**src/rtl/saa_wb_arbiter.sv**
```systemverilog
// saa_wb_arbiter: write-back arbiter from the systolic-array partition to the
// single activation SRAM write port. Each SA owns a small {addr, data} FIFO; a
// round-robin arbiter drains the FIFOs into one registered valid/ready stage.
// Optional build macro: SAA_WB_STATS_EN adds a 16-bit accepted-write counter
// output (wr_count). Without it the port and counter are absent.
module saa_wb_arbiter #(
  parameter int unsigned SA_NUM     = 3,
  parameter int unsigned ADDR_W     = 10,
  parameter int unsigned DATA_W     = 16,
  parameter int unsigned FIFO_DEPTH = 4
) (
  input  logic                     clk,
  input  logic                     resetn,
  input  logic [SA_NUM-1:0]        wb_valid,
  input  logic [SA_NUM*ADDR_W-1:0] wb_addr,
  input  logic [SA_NUM*DATA_W-1:0] wb_data,
  input  logic                     flush,
  output logic                     sram_wr_en,
  output logic [ADDR_W-1:0]        sram_wr_addr,
  output logic [DATA_W-1:0]        sram_wr_data,
  input  logic                     sram_wr_ready,
  output logic [SA_NUM-1:0]        fifo_full,
  output logic [SA_NUM-1:0]        overflow_err,
  output logic                     busy
`ifdef SAA_WB_STATS_EN
  ,
  output logic [15:0]              wr_count
`endif
);

  localparam int unsigned PtrW = (FIFO_DEPTH > 1) ? $clog2(FIFO_DEPTH) : 1;
  localparam int unsigned CntW = PtrW + 1;
  localparam int unsigned GntW = (SA_NUM > 1) ? $clog2(SA_NUM) : 1;
  localparam int unsigned EntW = ADDR_W + DATA_W;

  localparam logic [CntW-1:0] DepthCnt = CntW'(FIFO_DEPTH);
  localparam logic [GntW-1:0] LastSa   = GntW'(SA_NUM - 1);

  // FIFO storage and bookkeeping, one set per requester
  logic [EntW-1:0]             mem_q [SA_NUM][FIFO_DEPTH];
  logic [SA_NUM-1:0][PtrW-1:0] wr_ptr_q;
  logic [SA_NUM-1:0][PtrW-1:0] rd_ptr_q;
  logic [SA_NUM-1:0][CntW-1:0] count_q;
  logic [SA_NUM-1:0]           overflow_q;

  // Output stage and arbiter state
  logic              en_q;
  logic [ADDR_W-1:0] addr_q;
  logic [DATA_W-1:0] data_q;
  logic [GntW-1:0]   last_grant_q;

  logic [SA_NUM-1:0] not_empty;
  logic [SA_NUM-1:0] is_full;
  logic [SA_NUM-1:0] pop;
  logic [SA_NUM-1:0] push;
  logic [SA_NUM-1:0] drop;
  logic              stage_free;
  logic              grant_valid;
  logic [GntW-1:0]   grant_idx;
  logic [EntW-1:0]   grant_head;

  // Index 'off' positions after 'base', wrapping modulo SA_NUM (off <= SA_NUM)
  function automatic logic [GntW-1:0] rr_idx(input logic [GntW-1:0] base,
                                             input int unsigned off);
    int unsigned sum;
    sum = 32'(base) + off;
    if (sum >= SA_NUM) sum = sum - SA_NUM;
    return GntW'(sum);
  endfunction

  // Per-FIFO status derived from registered counts only
  always_comb begin
    not_empty = '0;
    is_full   = '0;
    for (int unsigned i = 0; i < SA_NUM; i++) begin
      not_empty[i] = (count_q[i] != '0);
      is_full[i]   = (count_q[i] == DepthCnt);
    end
  end

  // Round-robin search: first non-empty FIFO strictly after last_grant
  always_comb begin
    grant_valid = 1'b0;
    grant_idx   = last_grant_q;
    for (int unsigned off = 1; off <= SA_NUM; off++) begin
      if (!grant_valid && not_empty[rr_idx(last_grant_q, off)]) begin
        grant_valid = 1'b1;
        grant_idx   = rr_idx(last_grant_q, off);
      end
    end
  end

  assign grant_head = mem_q[grant_idx][rd_ptr_q[grant_idx]];

  // Stage accepts a new word when empty or being consumed this cycle
  assign stage_free = !en_q || sram_wr_ready;

  // Pop/push/drop decisions; flush suppresses all of them
  always_comb begin
    pop  = '0;
    push = '0;
    drop = '0;
    for (int unsigned i = 0; i < SA_NUM; i++) begin
      pop[i]  = !flush && stage_free && grant_valid && (grant_idx == GntW'(i));
      // A full FIFO still takes a push when its head leaves in the same cycle
      push[i] = !flush && wb_valid[i] && (!is_full[i] || pop[i]);
      drop[i] = !flush && wb_valid[i] && is_full[i] && !pop[i];
    end
  end

  // FIFO entry storage (no reset needed; validity is tracked by the counts)
  always_ff @(posedge clk) begin
    for (int unsigned i = 0; i < SA_NUM; i++) begin
      if (push[i]) begin
        mem_q[i][wr_ptr_q[i]] <= {wb_addr[i*ADDR_W +: ADDR_W], wb_data[i*DATA_W +: DATA_W]};
      end
    end
  end

  // FIFO pointers, counts and sticky overflow flags
  always_ff @(posedge clk or negedge resetn) begin
    if (!resetn) begin
      wr_ptr_q   <= '0;
      rd_ptr_q   <= '0;
      count_q    <= '0;
      overflow_q <= '0;
    end else if (flush) begin
      wr_ptr_q   <= '0;
      rd_ptr_q   <= '0;
      count_q    <= '0;
      overflow_q <= '0;
    end else begin
      for (int unsigned i = 0; i < SA_NUM; i++) begin
        if (push[i]) wr_ptr_q[i] <= wr_ptr_q[i] + 1'b1;
        if (pop[i])  rd_ptr_q[i] <= rd_ptr_q[i] + 1'b1;
        case ({push[i], pop[i]})
          2'b10:   count_q[i] <= count_q[i] + 1'b1;
          2'b01:   count_q[i] <= count_q[i] - 1'b1;
          default: count_q[i] <= count_q[i];
        endcase
      end
      overflow_q <= overflow_q | drop;
    end
  end

  // Registered SRAM write stage and round-robin pointer
  always_ff @(posedge clk or negedge resetn) begin
    if (!resetn) begin
      en_q         <= 1'b0;
      addr_q       <= '0;
      data_q       <= '0;
      last_grant_q <= LastSa;
    end else if (flush) begin
      en_q         <= 1'b0;
      last_grant_q <= LastSa;
    end else if (stage_free) begin
      if (grant_valid) begin
        en_q         <= 1'b1;
        addr_q       <= grant_head[EntW-1 -: ADDR_W];
        data_q       <= grant_head[DATA_W-1:0];
        last_grant_q <= grant_idx;
      end else begin
        en_q <= 1'b0;
      end
    end
  end

`ifdef SAA_WB_STATS_EN
  logic [15:0] wr_count_q;

  // Count accepted SRAM writes, wrapping at 16 bits
  always_ff @(posedge clk or negedge resetn) begin
    if (!resetn) begin
      wr_count_q <= '0;
    end else if (flush) begin
      wr_count_q <= '0;
    end else if (en_q && sram_wr_ready) begin
      wr_count_q <= wr_count_q + 16'd1;
    end
  end

  assign wr_count = wr_count_q;
`endif

  assign sram_wr_en   = en_q;
  assign sram_wr_addr = addr_q;
  assign sram_wr_data = data_q;
  assign fifo_full    = is_full;
  assign overflow_err = overflow_q;
  assign busy         = (|not_empty) || en_q;

endmodule

```
**config.mk**
```make
export PLATFORM = sky130hd
export DESIGN_NAME = saa_wb_arbiter
export DESIGN_NICKNAME = d
export VERILOG_FILES = /design/src/rtl/saa_wb_arbiter.sv
export SDC_FILE = /design/constraint.sdc
export NUM_CORES = 1
export LEC_CHECK = 0
export ABC_AREA = 1
export CAP_MARGIN = 20
export CELL_PAD_IN_SITES_DETAIL_PLACEMENT = 0
export CELL_PAD_IN_SITES_GLOBAL_PLACEMENT = 1
export CORE_MARGIN = 1
export CORE_UTILIZATION = 46
export DETAILED_ROUTE_END_ITERATION = 6
export PLACE_DENSITY_LB_ADDON = 0.05
export SYNTH_ARGS = -nofsm -noshare
export SYNTH_HDL_FRONTEND = slang
export SYNTH_SLANG_ARGS = --single-unit
```
**constraint.sdc**
```tcl
create_clock -name clk -period 4.1 [get_ports clk]
set_input_delay 0.615 -clock clk [delete_from_list [all_inputs] [get_ports clk]]
set_output_delay 0.615 -clock clk [all_outputs]
set_load 0.05 [all_outputs]
```
### Yosys cells after proc, flatten, opt, wreduce, memory -nomap -nowiden

Memories as Yosys holds them, arrays and structs flattened.
Cells that the tools add are included.

* memories kept: 1
* memory bits (writable): 312
* register bits: 53
* bits in read-only memories: 0
* bits of input ports: 85
* latch bits: 0
* output and inout bits: 34
* word-level logic and storage cells: 170

Memories
* mem_q: words 3, width 104, read ports 1, clocked after memory_dff 0, write ports 3, RTL line 40 `logic [EntW-1:0] mem_q [SA_NUM][FIFO_DEPTH];`

* add/subtract/negate cells: 18
* multiplexer cells: 51
* magnitude comparators: 14
* bitwise operators: 6
* shifts and indexed selects: 0
* equal/unequal tests: 11
* reductions and logical operators: 55
* multipliers: 0
* div/mod/pow operators: 0

Operators with widths (count)
* $mux W104: 3
* $demux W26 S2: 3
* $mux W26: 5
* $bmux W26 S2: 1
* $mux W2: 16
* $logic_and A1 B1 Y1: 22
* $pmux W3 S2: 3
* $reduce_bool A3 Y1: 6
* $reduce_bool A2 Y1: 8
* $add A2 B1 Y2 const B: 6
* $ge A3 B3 Y1 const B: 4
* $lt A2 B3 Y1 const B: 4
* $mux W1: 12
* $mux W6: 2
* $not A2 Y3: 4
* $logic_not A1 Y1: 10
* $add A3 B1 Y3 const B: 3
* $eq A3 B3 Y1 const B: 3
* $ge A3 B2 Y1 const B: 3
* $lt A3 B1 Y1 const B: 3
* $mux W9: 1
* $sub A3 B1 Y3 const B: 3
* $eq A2 B1 Y1 const B: 4
* $eq A2 B2 Y1 const B: 4
* other kinds (13): 22

### Logic depth before layout (Yosys ltp)

Gate-level depths: netlist of run 1.

* word-level depth: 19
* mapped depth: 23

### Least setup slack after synthesis of run 1

OpenSTA, ideal clock, no wires.

* path kind: reg-to-reg
* start point: reg last_grant_q[1]
* end point: mem mem_q[0][0] in the netlist's numbering (enable)
* data arrival time: 3.370 ns
* data required time: 3.691 ns
* cell stages (with the launch flop): 18
* setup time: 0.409 ns
* path slack: 0.322 ns
* clock period less this slack: 3.778 ns
* cell sequence: dfstp_2 inv_1 ha_1 buf_4 inv_4 nand3_2 nand2_2 nand2_2 nand2_4 nand2_4 nand2_4 nand2_4 buf_6 nor2_8 nand2_4 a21oi_4 inv_1 nor2_1

RTL lines
* start, declared: RTL line 50 `logic [GntW-1:0] last_grant_q;`
* start signal, assigned: RTL line 152 `last_grant_q <= LastSa;`
* start signal, assigned: RTL line 155 `last_grant_q <= LastSa;`
* start signal, assigned: RTL line 161 `last_grant_q <= grant_idx;`
* end, declared: RTL line 40

### Final worst setup path of run 1

* start point: reg last_grant_q[1]
* end point: reg count_q[5] in the netlist's numbering

* word-level cells in the longest chain between the ends: 19
* elaborated cells between the ends (all ways): 38

RTL lines
* $add A2 B1 Y3: RTL line 66 `sum = 32'(base) + off;`
* $ge A3 B2 Y1 / $sub A2 B2 Y2 (equally long branches): RTL line 67 `if (sum >= SA_NUM) sum = sum - SA_NUM;`
* $mux W2: RTL line 67
* $bmux W1 S2: RTL line 86 `if (!grant_valid && not_empty[rr_idx(last_grant_q, off)]) begin`
* $mux W1 (implied by the code): RTL line 86
* $mux W1: RTL line 86
* $logic_not A1 Y1: RTL line 86
* $logic_and A1 B1 Y1: RTL line 86
* (+3 left out)
* $mux W2 / $mux W1 (equally long branches): RTL line 86
* $eq A2 B1 Y1 / $logic_and A1 B1 Y1 (equally long branches): RTL line 104 `pop[i] = !flush && stage_free && grant_valid && (grant_idx == GntW'(i));`
* $logic_and A1 B1 Y1 *: RTL line 104
* $logic_or A1 B1 Y1: RTL line 106 `push[i] = !flush && wb_valid[i] && (!is_full[i] || pop[i]);`
* $logic_and A1 B1 Y1: RTL line 106
* $eq A2 B1 Y1 / $eq A2 B2 Y1 (equally long branches): RTL line 136 `case ({push[i], pop[i]})`
* $pmux W3 S2: RTL line 136
* $mux W9: RTL line 127 `end else if (flush) begin`
* end signal, assigned by index: RTL line 137 `2'b10: count_q[i] <= count_q[i] + 1'b1;`
* end signal, assigned by index: RTL line 138 `2'b01: count_q[i] <= count_q[i] - 1'b1;`
* end signal, assigned by index: RTL line 139 `default: count_q[i] <= count_q[i];`
* end, declared: RTL line 43 `logic [SA_NUM-1:0][CntW-1:0] count_q;`

Mark *: on every way between the ends. The rest lies on a longest branch, timed or not. The select of a mux whose other input is x is not followed.
A chain may end at the register's enable or synchronous reset.

==> results of run 1 <==
## final cells by class
class | instances | area, sq um
clock buffers | 48 | 1070
clock inverters | 26 | 180
fillers | 3184 | 15900
inverters | 165 | 624
multi-input cells | 1089 | 4920
flip-flops and latches | 365 | 10700
well taps | 461 | 577
repair buffers | 153 | 1690
## sequential cells by signal, indices dropped and copies added, names as in the netlist
name / flops
count_q: 9
last_grant_q: 2
mem_q: 312
overflow_err: 3
rd_ptr_q: 6
sram_wr_addr: 10
sram_wr_data: 16
sram_wr_en: 1
wr_ptr_q: 6
## worst max-delay path: cells and delay by family (launching register included)
kind                       cells  cell delay [ps]
AOI/OAI and AO/OA              1              500
DFF                            1              540
buffers and inverters          2              160
and+or+nand+nor                9             1060
xor gates and xnor gates       2              360
adders and majority gates      2              870
## logic make-up (layout without fill, tap and decap cells)
family / Yosys count / count (layout) / share of synthesized area [%]
and+or+nand+nor: 1030 / 1030 / 26.1
DFF: 365 / 365 / 64.1
buffers and inverters: 251 / 392 / 6.56
AOI/OAI and AO/OA: 36 / 36 / 1.43
adders and majority gates: 18 / 18 / 1.49
xor gates and xnor gates: 5 / 5 / 0.263
## worst paths after layout
path	startpoint	endpoint	slack, ps	depth (start not counted)
worst max-delay path	last_grant_q[1]	count_q[5]	550	16
worst min-delay path	resetn	overflow_err[0]	240	2
worst max register to register	last_grant_q[1]	count_q[5]	550	16
worst min register to register	rd_ptr_q[3]	rd_ptr_q[3]	470	1
max in group asynchronous	resetn	sram_wr_data[9]	3360	2
min in group clk	rd_ptr_q[3]	rd_ptr_q[3]	470	1
## routing by layer
layer	share of wire, %	vias to the layer above
li1	-	5785
met1	48	5772
met2	44	413
met3	6.5	63
met4	1.8	0
met5	0	-
## metrics by stage
stage	hold WS [ps]	instances
global route	296	2307
floorplan	319	1705
finish	236	2307
global placement	455	2233
CTS	258	2307
detailed placement	466	2233
## placed cells by master, fill, tap and decap left out, types with 4 or more instances in the layout
| cell | n |
|---|---|
| buf_4 | 15 |
| nand2_4 | 9 |
| clkbuf_16 | 42 |
| edfxtp_1 | 312 |
| nand3_2 | 5 |
| nor2_2 | 17 |
| ha_1 | 15 |
| nand4_1 | 4 |
| xor2_1 | 4 |
| a21oi_1 | 6 |
| inv_2 | 6 |
| nand2_2 | 6 |
| buf_12 | 20 |
| nand2_1 | 704 |
| o21ai_1 | 5 |
| nand3_1 | 262 |
| clkdlybuf4s50_1 | 117 |
| dfrtp_1 | 52 |
| nor2_1 | 18 |
| clkinv_1 | 15 |
| inv_1 | 155 |
| clkbuf_1 | 6 |
| o21ai_0 | 16 |
| clkinv_2 | 8 |
==> flow_metrics.env, run 1 <==
export IMPL_yosysMostFrequentCell="nand2_1"
export IMPL_worstMarginPinSlew_ps=761
export IMPL_drv_cap=0
export IMPL_yosysTopAreaCellShare_pct=56.2
export IMPL_cts_resized=0
export IMPL_placed_area_sq_mm=0.0185
export IMPL_die_height_microns=192
export IMPL_clock_fmax_mhz=282
export IMPL_wl_per_cell_microns=20.4
export IMPL_met1_usage_pct=40.5
export IMPL_cp_max_fo=15
export IMPL_top_usage_layer="met1"
export IMPL_die_w_microns=192
export IMPL_dp_final_hpwl_mm=29.2
export IMPL_violations="design-rule violations"
export IMPL_rsz0062_at_grt="no"
export IMPL_slew_viol_final=0
export IMPL_netlist_area_sq_mm=0.0167
export IMPL_final_cell_area_sq_mm=0.0198
export IMPL_ys_seq_elements=365
export IMPL_yosys_most_used_dff="edfxtp_1"
export IMPL_cp_arrival_ps=4010
export IMPL_wl_mm=47.0
export IMPL_layout_min_cycle_time_ps=3550
export IMPL_status="finished, violations left"
export IMPL_slowest_delay_ps=540
export IMPL_tns_ps=0
export IMPL_skew_ps=15.1
export IMPL_clkSinkCount=365
export IMPL_cts_max_path_buffers=3
export IMPL_drive_gt1_share_pct=7.85
export IMPL_yosysSeqAreaShare_pct=64.1
export IMPL_critPathSlowestCell="dfstp_2"
export IMPL_synth_cell_types=37
export IMPL_cts_setup_buffers=0
export IMPL_finalHoldViolations=0
export IMPL_hold_class="input pin to async pin"
export IMPL_cts_hold_buf=0
export IMPL_row_count=69
export IMPL_grt_max_degree=106
export IMPL_fin_ws_ps=553
export IMPL_yosys_warnings=0
export IMPL_gp_congestion=0.837
export IMPL_antenna_found_initial=0
export IMPL_path_class="register to register"
export IMPL_finalSetupViolCount=0
export IMPL_yosys_top_cells_area="edfxtp_1, nand2_1, nand3_1"
export IMPL_synth_net_count=1808
export IMPL_synth_top_cells_by_count="nand2_1, edfxtp_1, nand3_1"
export IMPL_final_nets=1917
export IMPL_areaGrowthSynthToFinish_pct=18.5
export IMPL_clkTransAtPathRegs_ps=60
export IMPL_grt_use_total_pct=26.3
export IMPL_grt_pass1_vias=11536
export IMPL_fp_coreArea_sq_mm=0.0357
export IMPL_maxSlewHeadroom_pct=49.3
export IMPL_utilization_pct=55.4
export IMPL_drc_errors=14
export IMPL_clk_latency_ps=530
export IMPL_numCtsBuffers=40
export IMPL_preCtsSetupSlack_ps=549
export IMPL_via_count=12033
export IMPL_postSynthAreaPerCell_sq_um=9.78
export IMPL_synth_edf_count=312
export IMPL_synthArstFlopShare_pct=14.5
export IMPL_crit_chain="inv_1, ha_1, nand3_1, nand2_2, nand2_2, nand2_4, nand2_4, o21ai_4, nor2_2, nand2_1, inv_1, fa_1, xnor2_1, xor2_1, nand3_1, nand2_1"
export IMPL_cp_required_ps=4560
export IMPL_clockRootBuffer="clkbuf_16"
export IMPL_drt_iter0_markers=985
export IMPL_io_buffers=118
export IMPL_die_area_sq_mm=0.0370
export IMPL_cts_tree="done"
export IMPL_start_util_pct=46.8
export IMPL_timing_final_crit_share_pct=86.5
export IMPL_antenna_left=0
export IMPL_cp_start_kind="register"
export IMPL_htree_num_levels=2
export IMPL_met3_usage_pct=2.95
export IMPL_viasPerCell=5.22
export IMPL_drt_pass1_iter_count=7
export IMPL_netlist_instances=1705
export IMPL_endpoint_kind="register"
export IMPL_grt_pass1_wl_mm=71.5
export IMPL_antenna_cells=0
export IMPL_grt_overflow=0
export IMPL_gr_usage_met2_pct=39.6
export IMPL_synth_area_leader_cell="edfxtp_1"
export IMPL_num_io_pins=119
Power of run 1 is not shown: default switching activity piles up to over one toggle a cycle in this logic, so the estimate is an artifact.
==> run 2: changes to the inputs <==
Settings changed: HOLD_SLACK_MARGIN set to 0.03.
==> results of run 2 <==
No change in the layout: final DEF, timing and power equal those of run 1.
Power of run 2 is left out for the same reason.
==> run 3: changes to the inputs <==
--- a/constraint.sdc
+++ b/constraint.sdc
@@ -3,2 +3,2 @@
 set_output_delay 0.615 -clock clk [all_outputs]
-set_load 0.05 [all_outputs]
+set_load 0.01 [all_outputs]
==> results of run 3 <==
No change in the layout: final DEF, timing and power equal those of run 1.
Power of run 3 is left out for the same reason.
